<file path="src/rtl/prio_pkg.sv">
// prio_pkg: shared request codes, FSM state encoding, default widths and code-to-one-hot helper
package prio_pkg;
    localparam int N_REQ_DEF = 4;
    localparam int CODE_W    = 3;
    localparam int SVC_W     = 8;
    localparam logic [CODE_W-1:0] CODE_NONE = 3'd0;
    localparam logic [CODE_W-1:0] CODE_MAX  = 3'd4;
    localparam logic [1:0] ST_IDLE  = 2'd0;
    localparam logic [1:0] ST_GRANT = 2'd1;
    localparam logic [1:0] ST_COOL  = 2'd2;
    function automatic logic [N_REQ_DEF-1:0] code2onehot(input logic [CODE_W-1:0] c);
        return (c == CODE_NONE || c > CODE_MAX) ? '0 : N_REQ_DEF'(1) << (c - 3'd1);
    endfunction
endpackage

</file>
<file path="src/rtl/cyc_counter.sv">
// cyc_counter: up-counter with synchronous clear and enable, flags when the count equals i_last
module cyc_counter #(
    parameter int W = 8
) (
    input  logic         clk,
    input  logic         reset_n,
    input  logic         i_clr,
    input  logic         i_en,
    input  logic [W-1:0] i_last,
    output logic         o_hit
);
    logic [W-1:0] r_cnt;
    // clear has priority over counting
    always_ff @(posedge clk or negedge reset_n) begin
        if (!reset_n) r_cnt <= '0;
        else if (i_clr) r_cnt <= '0;
        else if (i_en) r_cnt <= r_cnt + W'(1);
    end
    assign o_hit = r_cnt == i_last;
endmodule

</file>
<file path="src/rtl/prio_grant_ctrl.sv">
// prio_grant_ctrl: locks a one-hot grant from the encoder code until done, then cools down.
// Optional PGC_TIMEOUT_EN: a watchdog releases a grant held HOLD_MAX cycles without done.
module prio_grant_ctrl
    import prio_pkg::*;
#(
    parameter int N_REQ    = 4,
    parameter int COOL_CYC = 2,
    parameter int HOLD_MAX = 255,
    parameter int HOLD_W   = 8,
    localparam int CW      = $clog2(N_REQ + 1)
) (
    input  logic             clk,
    input  logic             reset_n,
    input  logic [CW-1:0]    code,
    input  logic             done,
    output logic [N_REQ-1:0] grant,
    output logic             busy,
    output logic [SVC_W-1:0] svc_cnt,
    output logic             err,
    output logic             timeout
);
    localparam int COOL_W = (COOL_CYC < 2) ? 1 : $clog2(COOL_CYC);
    localparam logic [COOL_W-1:0] COOL_LAST = COOL_W'((COOL_CYC == 0) ? 0 : COOL_CYC - 1);

    logic [1:0]       r_state, w_nxt;
    logic [N_REQ-1:0] r_grant, w_oh;
    logic [SVC_W-1:0] r_svc;
    logic             r_busy, r_err, r_to;
    logic             w_idle, w_in_grant, w_in_cool, w_legal, w_take;
    logic             w_done, w_to, w_rel, w_cool_hit;

    assign w_idle     = r_state == ST_IDLE;
    assign w_in_grant = r_state == ST_GRANT;
    assign w_in_cool  = r_state == ST_COOL;
    assign w_legal    = code != CODE_NONE && code <= CW'(N_REQ);
    assign w_take     = w_idle && w_legal;
    assign w_done     = w_in_grant && done;
    assign w_rel      = w_done || w_to;
    assign w_oh       = N_REQ'(1) << (code - CW'(1));

    // cooldown length; cleared on every release so each cooldown starts from zero
    cyc_counter #(.W(COOL_W)) u_cool (
        .clk     (clk),
        .reset_n (reset_n),
        .i_clr   (w_rel),
        .i_en    (w_in_cool),
        .i_last  (COOL_LAST),
        .o_hit   (w_cool_hit)
    );

`ifdef PGC_TIMEOUT_EN
    logic w_hold_hit;
    cyc_counter #(.W(HOLD_W)) u_hold (
        .clk     (clk),
        .reset_n (reset_n),
        .i_clr   (w_take),
        .i_en    (w_in_grant),
        .i_last  (HOLD_W'(HOLD_MAX - 1)),
        .o_hit   (w_hold_hit)
    );
    assign w_to = w_in_grant && !done && w_hold_hit;
`else
    logic [HOLD_W-1:0] w_unused_hold;
    assign w_unused_hold = HOLD_W'(HOLD_MAX - 1);
    assign w_to = 1'b0;
`endif

    // next state: grant on a legal code, release on done/watchdog, leave cooldown on the last count
    always_comb begin
        w_nxt = w_take ? ST_GRANT :
                w_rel ? ((COOL_CYC == 0) ? ST_IDLE : ST_COOL) :
                (w_in_cool && w_cool_hit) ? ST_IDLE : r_state;
    end

    // registered state and outputs; busy and grant follow the next state so they have no extra lag
    always_ff @(posedge clk or negedge reset_n) begin
        if (!reset_n) begin
            r_state <= ST_IDLE;
            r_grant <= '0;
            r_busy  <= 1'b0;
            r_svc   <= '0;
            r_err   <= 1'b0;
            r_to    <= 1'b0;
        end else begin
            r_state <= w_nxt;
            r_busy  <= w_nxt != ST_IDLE;
            r_grant <= w_take ? w_oh : w_rel ? '0 : r_grant;
            r_svc   <= r_svc + SVC_W'(w_done);
            r_err   <= w_idle && code != CODE_NONE && !w_legal;
            r_to    <= w_to;
        end
    end

    assign grant   = r_grant;
    assign busy    = r_busy;
    assign svc_cnt = r_svc;
    assign err     = r_err;
    assign timeout = r_to;
endmodule

</file>
<file path="config.mk">
export PLATFORM = sky130hd
export DESIGN_NAME = prio_grant_ctrl
export DESIGN_NICKNAME = d
export VERILOG_FILES = /design/src/rtl/prio_pkg.sv /design/src/rtl/cyc_counter.sv /design/src/rtl/prio_grant_ctrl.sv
export SDC_FILE = /design/constraint.sdc
export NUM_CORES = 1
export LEC_CHECK = 0
export ABC_CLOCK_PERIOD_IN_PS = 1500
export BUFFER_PORTS_ARGS = -buffer_cell sky130_fd_sc_hd__buf_4
export CORE_AREA = 4 4 43 49
export DETAILED_ROUTE_END_ITERATION = 10
export DIE_AREA = 0 0 47 53
export PLACE_DENSITY = 0.71
export SLEW_MARGIN = 20
export SYNTH_ARGS = -nofsm -noshare
export SYNTH_HDL_FRONTEND = slang
export SYNTH_SLANG_ARGS = --single-unit
</file>
<file path="constraint.sdc">
create_clock -name clk -period 1.5 [get_ports clk]
set_input_delay 0.225 -clock clk [delete_from_list [all_inputs] [get_ports clk]]
set_output_delay 0.225 -clock clk [all_outputs]
set_load 0.01 [all_outputs]
</file>
Yosys cells after proc, flatten, opt, wreduce, memory -nomap -nowiden
Cells that the tools add are included.
Word-level totals
  register bits after elaboration: 17
  bits of input ports: 6
  output and inout port bits: 15
  word-level logic and storage cells: 32
Cells by class
  $add $sub $neg: 3
  order comparisons: 1
  equality and inequality tests: 2
  shift-type cells: 1
  multiplexer cells: 7
  reductions and logical operators: 12
Operator list (count)
  $add A8 B1 Y8: 1
  $mux W4: 2
  $logic_and A1 B1 Y1: 6
  $mux W2: 3
  $reduce_bool A2 Y1: 3
  $shl A1 B3 Y4 const A: 1
  $le A3 B3 Y1 const B: 1
  $reduce_bool A3 Y1: 1
  $sub A3 B1 Y3 const B: 1
  $eq A2 B1 Y1 const B: 1
  $eq A2 B2 Y1 const B: 1
  $logic_not A2 Y1: 1
  $mux W1: 2
  $add A1 B1 Y1 const B: 1
  $logic_not A1 Y1: 1

Depth between registers and ports, before layout
  depth after elaboration: 6
  mapped depth: 6
  gate-level depth less buffers: 5

Modules after synthesis
Synthesis repeated with hierarchy kept, for this count alone.
Second synthesis, totals
  cell total of the unflattened synthesis: 63
  area total of the unflattened synthesis: 752.0 um2
Modules (own cells, without submodules)
  prio_grant_ctrl: instances 1, cells an instance 59, area each 705.7 um2, seq. area each 400.4 um2
  cyc_counter: instances 1, cells an instance 4, area each 46.3 um2, seq. area each 25.0 um2

Worst setup path before layout
OpenSTA, ideal clock, no wires.
  path kind: flip-flop to flip-flop
  from: reg r_state[1]
  to: reg r_svc[4], in the netlist svc_cnt[4]
  setup time: 127 ps
  arrival time: 1261 ps
  required time: 1373 ps
  path slack: 112 ps
  stages on the path, launching flop included: 7
  buffers on the path: 1
  clock period less this slack: 1388 ps
  path through: dfrtp_1 -> buf_2 -> and3b_2 -> and2_1 -> ha_1 -> nand3_1 -> xnor2_1
On the way
  word-level cells in the longest chain between the ends: 3
RTL lines
  from (decl): RTL line prio_grant_ctrl.sv:25  | logic [1:0] r_state, w_nxt;
  from (signal assigned): RTL line prio_grant_ctrl.sv:85  | r_state <= w_nxt;
  $eq A2 B1 Y1: RTL line prio_grant_ctrl.sv:33  | assign w_in_grant = r_state == ST_GRANT;
  $logic_and A1 B1 Y1: RTL line prio_grant_ctrl.sv:37  | assign w_done = w_in_grant && done;
  $add A8 B1 Y8: RTL line prio_grant_ctrl.sv:88  | r_svc <= r_svc + SVC_W'(w_done);
  to (signal assigned): RTL line prio_grant_ctrl.sv:88
  to (decl): RTL line prio_grant_ctrl.sv:27  | logic [SVC_W-1:0] r_svc;
No other way between the ends.
A chain may end at the register's enable or synchronous reset.

Worst setup path after layout
  from: reg r_state[0]
  to: reg r_grant[1], in the netlist grant[1]
On the way
  word-level cells in the longest chain between the ends: 3
  elaborated cells between the ends (all ways): 6
  classes of those cells: eq/ne: 1; mux: 1; reduce/logical: 4
RTL lines
  $eq A2 B1 Y1 or $logic_not A2 Y1 (tied branches): RTL line prio_grant_ctrl.sv:33, prio_grant_ctrl.sv:32
  $logic_and A1 B1 Y1, on equally long branches: RTL line prio_grant_ctrl.sv:37, prio_grant_ctrl.sv:36
  $reduce_bool A2 Y1 (no source line) or $mux W4 (tied branches)
  to (signal assigned): RTL line prio_grant_ctrl.sv:87  | r_grant <= w_take ? w_oh : w_rel ? '0 : r_grant;
  to (decl): RTL line prio_grant_ctrl.sv:26  | logic [N_REQ-1:0] r_grant, w_oh;
Several ways; a longest one is shown, not always the timed one.

==> out/results.tsv <==
metric	value	unit
syn_nets	70	
setup_tns	0	ns
die_width	47	um
multi_input_area	291.5	um^2
avgSynthCellArea	12.01	um^2
max_freq	757.3	MHz
fillers	155	
slew_violations	0	
drt-total-wl	1.404	mm
ys_types	26	
syn_area	744.5	um^2
firstDrtPassIters	4	
final.min_clock_period	1.320	ns
grt_pass1_vias	529	
syn2layout_area_growth	28.57	%
grt_pass1_wl	2.332	mm
drive_gt1_share	34.48	%
finalNetCount	96	
ioPinCount	21	
yosysSeqAreaShare	57.14	%
ir_drop	898.3	uV
layout_common_cells	buf_4, dfrtp_1, xor2_1, inv_1	
critPathMaxFanout	6	
grt_use_total	13.77	%
finalHoldViolations	0	
numPortBuffers	19	
rsz0062_at_grt	no	
critical_path_class	reg -> reg	
clock_skew	0.005835	ns
critPathRequiredTime	1.69	ns
power	1.781	mW
grt_overflow	0	
drv_cap	0	
clk_pin_slew	0.10	ns
postRouteAntennaNets	0	
start_util	44.27	%
die-area	0.002491	mm^2
cts_root_buf	clkbuf_4	
p_per_area	1861	mW/mm^2
clkSinkCount	17	
row_count	16	
vias	545	
num_antenna_cells	0	
cts_made_buffers	3	
cp-end-kind	flop	
cp.arrival	1.51	ns
synthCells	62	
ys_ff_latch	17	
setup_viol_count_final	0	
synth_warnings	0	
wl_per_cell	13.37	um
dpl.hpwl	1.054	mm
avgViaCountPerCell	5.190	
outcome	complete, no violations	
clk_latency	0.29	ns
cts_buffer_depth	2	
remaining_drc_errors	0	
holdCritPathClass	in -> reg	
postCtsSetupRepairBufs	0	
chipHeight	53	um
core_area	0.001682	mm^2
startpoint_type	flop	
drtIter0Drc	12	
htreeDepth	1	
p_leak	0.5030	nW
timing.final.crit_share	88.03	%
grt_start_max_net_pins	18	
grt_antenna_before_repair	0	
cts_tree	yes	
gp_congestion	0.7206	
final_common_cell	buf_4	
seq_area	425.4	um^2
[what timing repair did]
item                      4_1_cts  5_1_grt
gates resized for setup         0        0
hold endpoints to repair       17        0
hold buffers                    1        0
[kinds of logic (layout without fill, tap and decap cells)]
| logic type | count (synthesis) | count (layout) | synth area share, % |
|---|---|---|---|
| AOI/OAI and AO/OA | 10 | 10 | 9.916 |
| adders and majority gates | 2 | 2 | 3.361 |
| and+or+nand+nor | 19 | 19 | 17.15 |
| DFF | 17 | 17 | 57.14 |
| xor gates and xnor gates | 7 | 7 | 8.235 |
| other | 1 | 1 | 0.5037 |
| buffers and inverters | 6 | 31 | 3.697 |
[cells in the mapped netlist]
library cell	count	share of area (%)
dfrtp_1	17	57
inv_1	4	2.0
xor2_1	4	4.7
a21oi_1	3	2.0
a32o_1	3	4.0
nand2_1	3	1.5
nand3_1	3	2.0
nor2_1	3	1.5
xnor2_1	3	3.5
ha_1	2	3.4
nor3_1	2	1.3
a21o_2	1	1.2
a22o_1	1	1.2
a31oi_1	1	0.84
and2_1	1	0.84
and3_1	1	0.84
and3b_2	1	1.3
buf_2	1	0.67
buf_4	1	1.0
conb_1	1	0.50
nand3b_4	1	2.7
nand4_1	1	0.84
nor2b_1	1	0.84
nor3b_4	1	2.5
nor4_1	1	0.84
o21ai_0	1	0.67
[path summary, 6_finish.rpt]
check | startpoint | endpoint | slack, ns | cells after the start
max in group asynchronous | reset_n | u_cool.r_cnt | 1.00 | 2
min in group asynchronous | reset_n | grant[1] | 0.32 | 2
worst min-delay path | code[0] | grant[0] | 0.21 | 2
worst max-delay path | r_state[0] | grant[1] | 0.18 | 4
worst min register to register | svc_cnt[7] | svc_cnt[7] | 0.47 | 1
worst max register to register | r_state[0] | grant[1] | 0.18 | 4
[flip-flops by register name (all words and copies together), names as in the netlist]
register	count
busy	1
r_state	2
u_cool.r_cnt	1
grant	4
err	1
svc_cnt	8
[layer usage]
layer / wire length, um / global-route usage, % / part of all wire [%]
met1: 585 / 15.25 / 42
met2: 680 / 21.95 / 48
met3: 98 / 4.762 / 7.0
met4: 40 / 8.295 / 2.8
met5: 0 / 0 / 0
[cell type report]
cell class / instances / share of cell area (%)
clock buffer: 3 / 2.353
tap: 18 / 2.353
inverter: 4 / 1.569
clock inverter: 1 / 0.5229
multi-input combinational: 39 / 30.46
timing repair buffer: 23 / 18.30
sequential: 17 / 44.44
[stage by stage]
step	setup slack, ns	utilization [%]	hold slack [ns]	cell area (um^2)	instances
6_report	0.1796	56.92	0.2075	957.2	105
5_1_grt	0.09198	56.92	0.1954	957.2	105
4_1_cts	0.1590	56.92	0.2035	957.2	105
3_5_place_dp	0.04522	54.69	0.09875	919.6	100
3_3_place_gp	0.09086	54.69	0.1002	919.6	100
2_1_floorplan	0.1117	-	-0.07059	744.5	62
[critical path: stages, from the launching register on]
cell and delay [ns]:
dfrtp_1 0.41, buf_4 0.16, nor3b_4 0.27, nor2_1 0.15
a32o_1 0.23
[power breakdown]
| part | internal [mW] | leakage, nW | switching [mW] | total [mW] |
|---|---|---|---|---|
| registers | 0.636 | 0.217 | 0.149 | 0.785 |
| logic | 0.404 | 0.269 | 0.347 | 0.751 |
| clock network | 0.0993 | 0.0177 | 0.146 | 0.246 |
(Power assumes the default switching activity.)
